--- src/rtl/calc_button_decoder.sv ---
// calc_button_decoder: synchronizes, one-hot encodes and debounces the raw keypad
// into single-cycle button events for the calculator core.
`default_nettype none

package calc_pkg;
  localparam int NumButtons = 23;

  // Declared MSB first so that bit i of the vector maps to enum value i+1.
  typedef struct packed {
    logic mem_clear;
    logic mem_recall;
    logic mem_sub;
    logic mem_add;
    logic sign;
    logic all_clear;
    logic clear;
    logic equals;
    logic op_div;
    logic op_mul;
    logic op_sub;
    logic op_add;
    logic dot;
    logic num_9;
    logic num_8;
    logic num_7;
    logic num_6;
    logic num_5;
    logic num_4;
    logic num_3;
    logic num_2;
    logic num_1;
    logic num_0;
  } buttons_t;

  typedef enum logic [4:0] {
    B_NONE       = 5'd0,
    B_NUM_0      = 5'd1,
    B_NUM_1      = 5'd2,
    B_NUM_2      = 5'd3,
    B_NUM_3      = 5'd4,
    B_NUM_4      = 5'd5,
    B_NUM_5      = 5'd6,
    B_NUM_6      = 5'd7,
    B_NUM_7      = 5'd8,
    B_NUM_8      = 5'd9,
    B_NUM_9      = 5'd10,
    B_DOT        = 5'd11,
    B_OP_ADD     = 5'd12,
    B_OP_SUB     = 5'd13,
    B_OP_MUL     = 5'd14,
    B_OP_DIV     = 5'd15,
    B_EQUALS     = 5'd16,
    B_CLEAR      = 5'd17,
    B_ALL_CLEAR  = 5'd18,
    B_SIGN       = 5'd19,
    B_MEM_ADD    = 5'd20,
    B_MEM_SUB    = 5'd21,
    B_MEM_RECALL = 5'd22,
    B_MEM_CLEAR  = 5'd23,
    B_UNKNOWN    = 5'd31
  } active_button_t;
endpackage

module calc_button_decoder
  import calc_pkg::*;
#(
  parameter int DebounceCycles = 20000,
  parameter int SyncStages     = 2
) (
  input  logic           clk_i,
  input  logic           rst_ni,
  input  buttons_t       buttons_i,
  output active_button_t button_o,
  output logic           button_valid_o,
  output logic           held_o
);

  localparam int CntW = $clog2(DebounceCycles + 1);
  localparam logic [CntW-1:0] CntLast = CntW'(DebounceCycles - 1);
  localparam logic [CntW-1:0] CntMax  = CntW'(DebounceCycles);

  typedef enum logic [1:0] {
    S_IDLE        = 2'd0,
    S_DEB_PRESS   = 2'd1,
    S_HELD        = 2'd2,
    S_DEB_RELEASE = 2'd3
  } state_t;

  logic [SyncStages-1:0][NumButtons-1:0] sync_q;
  logic [NumButtons-1:0] sync_out;
  logic [4:0]            hits;
  active_button_t        encoded;

  state_t               state_q, state_d;
  logic [CntW-1:0]      cnt_q, cnt_d, cnt_inc;
  active_button_t       cand_q, cand_d, button_d;
  logic                 valid_d;

  always_ff @(posedge clk_i or negedge rst_ni) begin
    if (!rst_ni) begin
      sync_q <= '0;
    end else begin
      sync_q <= {sync_q[SyncStages-2:0], buttons_i};
    end
  end

  assign sync_out = sync_q[SyncStages-1];

  always_comb begin
    encoded = B_NONE;
    hits    = 5'd0;
    for (int i = 0; i < NumButtons; i++) begin
      if (sync_out[i]) begin
        hits    = hits + 5'd1;
        encoded = active_button_t'(5'(i + 1));
      end
    end
    if (hits > 5'd1) encoded = B_UNKNOWN;
  end

  assign cnt_inc = (cnt_q == CntMax) ? cnt_q : cnt_q + 1'b1;

  always_comb begin
    state_d  = state_q;
    cnt_d    = cnt_q;
    cand_d   = cand_q;
    button_d = button_o;
    valid_d  = 1'b0;
    case (state_q)
      S_IDLE: begin
        if (encoded != B_NONE) begin
          cand_d  = encoded;
          cnt_d   = '0;
          state_d = S_DEB_PRESS;
        end
      end
      S_DEB_PRESS: begin
        if (encoded == B_NONE) begin
          state_d = S_IDLE;
        end else if (encoded != cand_q) begin
          cand_d = encoded;
          cnt_d  = '0;
        end else if (cnt_q == CntLast) begin
          state_d = S_HELD;
          // A chord still occupies the keypad but never reaches the core.
          if (cand_q != B_UNKNOWN) begin
            button_d = cand_q;
            valid_d  = 1'b1;
          end
        end else begin
          cnt_d = cnt_inc;
        end
      end
      S_HELD: begin
        if (encoded == B_NONE) begin
          cnt_d   = '0;
          state_d = S_DEB_RELEASE;
        end
      end
      S_DEB_RELEASE: begin
        if (encoded != B_NONE) begin
          state_d = S_HELD;
        end else if (cnt_q == CntLast) begin
          state_d = S_IDLE;
        end else begin
          cnt_d = cnt_inc;
        end
      end
      default: state_d = S_IDLE;
    endcase
  end

  always_ff @(posedge clk_i or negedge rst_ni) begin
    if (!rst_ni) begin
      state_q        <= S_IDLE;
      cnt_q          <= '0;
      cand_q         <= B_NONE;
      button_o       <= B_NONE;
      button_valid_o <= 1'b0;
      held_o         <= 1'b0;
    end else begin
      state_q        <= state_d;
      cnt_q          <= cnt_d;
      cand_q         <= cand_d;
      button_o       <= button_d;
      button_valid_o <= valid_d;
      held_o         <= (state_d == S_HELD) || (state_d == S_DEB_RELEASE);
    end
  end

endmodule

`default_nettype wire

--- config.mk ---
export PLATFORM = sky130hd
export DESIGN_NAME = calc_button_decoder
export DESIGN_NICKNAME = d
export VERILOG_FILES = /design/src/rtl/calc_button_decoder.sv
export SDC_FILE = /design/constraint.sdc
export NUM_CORES = 1
export LEC_CHECK = 0
export BUFFER_PORTS_ARGS = -buffer_cell sky130_fd_sc_hd__buf_2
export CAP_MARGIN = 20
export CELL_PAD_IN_SITES_DETAIL_PLACEMENT = 0
export CELL_PAD_IN_SITES_GLOBAL_PLACEMENT = 2
export CORE_MARGIN = 1.5
export CORE_UTILIZATION = 35
export DETAILED_ROUTE_END_ITERATION = 6
export PLACE_DENSITY = 0.83
export SETUP_SLACK_MARGIN = 0.2
export SYNTH_ARGS = -nofsm -noshare
export SYNTH_HDL_FRONTEND = slang
export SYNTH_SLANG_ARGS = --single-unit
--- constraint.sdc ---
create_clock -name clk_i -period 19 [get_ports clk_i]
set_input_delay 3.8 -clock clk_i [delete_from_list [all_inputs] [get_ports clk_i]]
set_output_delay 3.8 -clock clk_i [all_outputs]
set_load 0.005 [all_outputs]
==> impl_metrics.tcl <==
set metrics [dict create \
    required_ns 19.17 \
    synth-edff-count 0 \
    ys_types 77 \
    yosysWarnings 0 \
    start_kind "flip-flop" \
    antenna_found_initial 0 \
    insertion_delay_ns 0.33 \
    die_w_um 137 \
    fin_crit_sh_pct 73.3 \
    crit_top_cell "ha_1" \
    grt_pass1_vias 4791 \
    cpPeakStageDelay_ns 0.82 \
    rsz0062_at_grt "false" \
    path_buf_inv 2 \
    rows 48 \
    setup_violations 0 \
    postCtsSetupRepairBufs 0 \
    crit_type "flip-flop to flip-flop" \
    start_util_pct 36.0 \
    drive_gt1_share_pct 13.1 \
    drt_pass1_iterations 5 \
    skew_ns 0.00643 \
    clock_sinks 75 \
    worst_path_max_delay_cell "nor2_1" \
    cp_max_fo 17 \
    core_area_sq_um 17400 \
    wl_per_cell_um 14.4 \
    grtUsageMet2_pct 25.5 \
    clockRootBuffer "clkbuf_16" \
    crit_start "sync_out[0]" \
    grtUsageMet3_pct 1.70 \
    cts_hold_buf 0 \
    fin_crit_ns 13.93 \
    synth_area_leader_cell "dfrtp_1" \
    cts.repair.resized 0 \
    syn_inst 698 \
    fillers 1762 \
    cpLargestDelayFamily "adder cells" \
    yosysSeqAreaShare_pct 29.9 \
    worstRegToRegCells 66 \
    hold_path_depth 0 \
    relSlewSlack_pct 34.2 \
    worstMarginPinSlew_ns 0.984 \
    via_count 4963 \
    cts.clk_slew.worst_paths_ns 0.07 \
    endpoint "cnt_q[2]" \
    cts_htree_levels 3 \
    die_h_um 137 \
    io_buffers 31 \
    syn_area_per_cell_sq_um 8.98 \
    grt_start_max_net_pins 76 \
    grt.overflow.total 0 \
    grt_pass1_wl_mm 23.1 \
    synth.most_common_cell "dfrtp_1" \
    synth_area_sq_um 6270 \
    cts_buffers 9 \
    synth-seq-cells 75 \
    r2r-start "sync_out[0]" \
    cp.depth 66 \
    max_freq_mhz 71.8 \
    hpwl_mm 10.6 \
    cts_tree "yes" \
    nNetsFinal 766 \
    hold_path_class "flip-flop to flip-flop" \
    setup_tns_ns 0 \
    max-cap-violations 0 \
    wirelength_mm 13.6 \
    hold_viol_final 0 \
    vias_per_cell 5.26 \
    ant_nets 0 \
    endpoint_kind "flip-flop" \
    arrival_ns 14.11 \
    grt_busiest_layer "met2" \
    diodes 0 \
    ys_top_cells_by_area "dfrtp_1 (30%), xnor2_1 (8.7%), ha_1 (5.4%)" \
    area_delta_synth_final_pct 10.0 \
    drc 0 \
    ios 32 \
    async_flop_share_pct 100 \
    grt_usage_pct 15.4 \
    rrSetupSlack_ns 5.07 \
    yosys-top-cells-count "dfrtp_1 (75), nor2_1 (66), nand2_1 (64), xnor2_1 (62)" \
    synth_fp_nets 750 \
    cts.path.max_buffers 2 \
    drv_slew 0 \
    dieArea_sq_um 18700 \
    r2r_end "cnt_q[2]" \
    drt_first_iter_violations 278 \
    synthFlopType "dfrtp_1" \
    yosys.area.top_type_share_pct 29.9 \
    outcome "completed" \
    gp_congestion 0.809 \
    grt_use_met1_pct 21.1 \
]
-- worst register-to-register path: cells and delay by family (launching register included) --
kind,cells,cell delay [ns]
multiplexers,2,0.46
AO/OA/AOI/OAI,18,3.46
AND/OR/NAND/NOR,21,3.25
buffers and inverters,2,0.19
adder cells (fa/ha/maj),12,3.63
XOR/XNOR,11,2.36
flip-flops,1,0.39
-- how the worst min path moves through the flow --
stage,start,to,slack [ns]
after global placement,sync_q[3],sync_out[3],0.33
after global routing,sync_q[14],sync_out[14],0.35
after floorplan,sync_q[0],sync_out[0],0.33
final,sync_q[6],sync_out[6],0.35
after detailed placement,sync_q[11],sync_out[11],0.33
after CTS,sync_q[4],sync_out[4],0.35
-- logic make-up after synthesis --
family | Yosys count | synth area share (%)
compound gates | 126 | 13.9
fa+ha+maj | 27 | 5.39
simple gates | 275 | 22.3
mux | 25 | 4.19
xor+xnor | 110 | 20.5
flops | 75 | 29.9
buf+inv | 60 | 3.81
-- layout by cell type (no fill, tap or decap), types with 9 or more instances in the layout --
cell type and count:
nor2_1 66, nor3_1 37, clkbuf_16 9, xnor2_1 62
nand3_1 29, a21oi_1 37, mux2i_1 15, ha_1 27
o21ai_0 20, buf_2 30, and3_1 12, dfrtp_1 75
nand2_1 64, mux2_2 10, xor2_1 21, inv_1 33
-- per-stage QoR --
step | util [%] | worst slack (ns) | cell area, sq um | hold slack, ns | cells
after floorplan | - | 6.72 | 6270 | 0.331 | 698
after global routing | 39.6 | 3.85 | 6900 | 0.355 | 944
after detailed placement | 37.9 | 5.18 | 6600 | 0.335 | 928
after global placement | 37.9 | 5.58 | 6600 | 0.332 | 928
final | 39.6 | 5.07 | 6900 | 0.348 | 944
after CTS | 39.6 | 5.06 | 6900 | 0.350 | 944
-- metal layers --
metal,vias up,wire [um],share of wire (%)
met3,13,317,2.3
met2,74,6470,48
met1,2361,6630,49
met4,0,158,1.2
met5,-,0,0
li1,2515,-,-
-- state kept, by name, indices dropped and copies added (netlist names) --
register and flops:
button_o 5, button_valid_o 1, cand_q 5, cnt_q 15, held_o 1, state_q 2, sync_out 23, sync_q 23
-- area by class of cell --
type                    count  area (sq um)  share of cell area (%)
multi-input cells         563          4160                    60.2
clock inverters             7          76.3                    1.11
well taps                 225           282                    4.08
flip-flops and latches     75          1880                    27.2
clock buffers               9           225                    3.26
inverters                  34           128                    1.85
repair buffers             31           158                    2.28
Power is not shown: default switching activity piles up to over one toggle a cycle in this logic, so the estimate is an artifact.
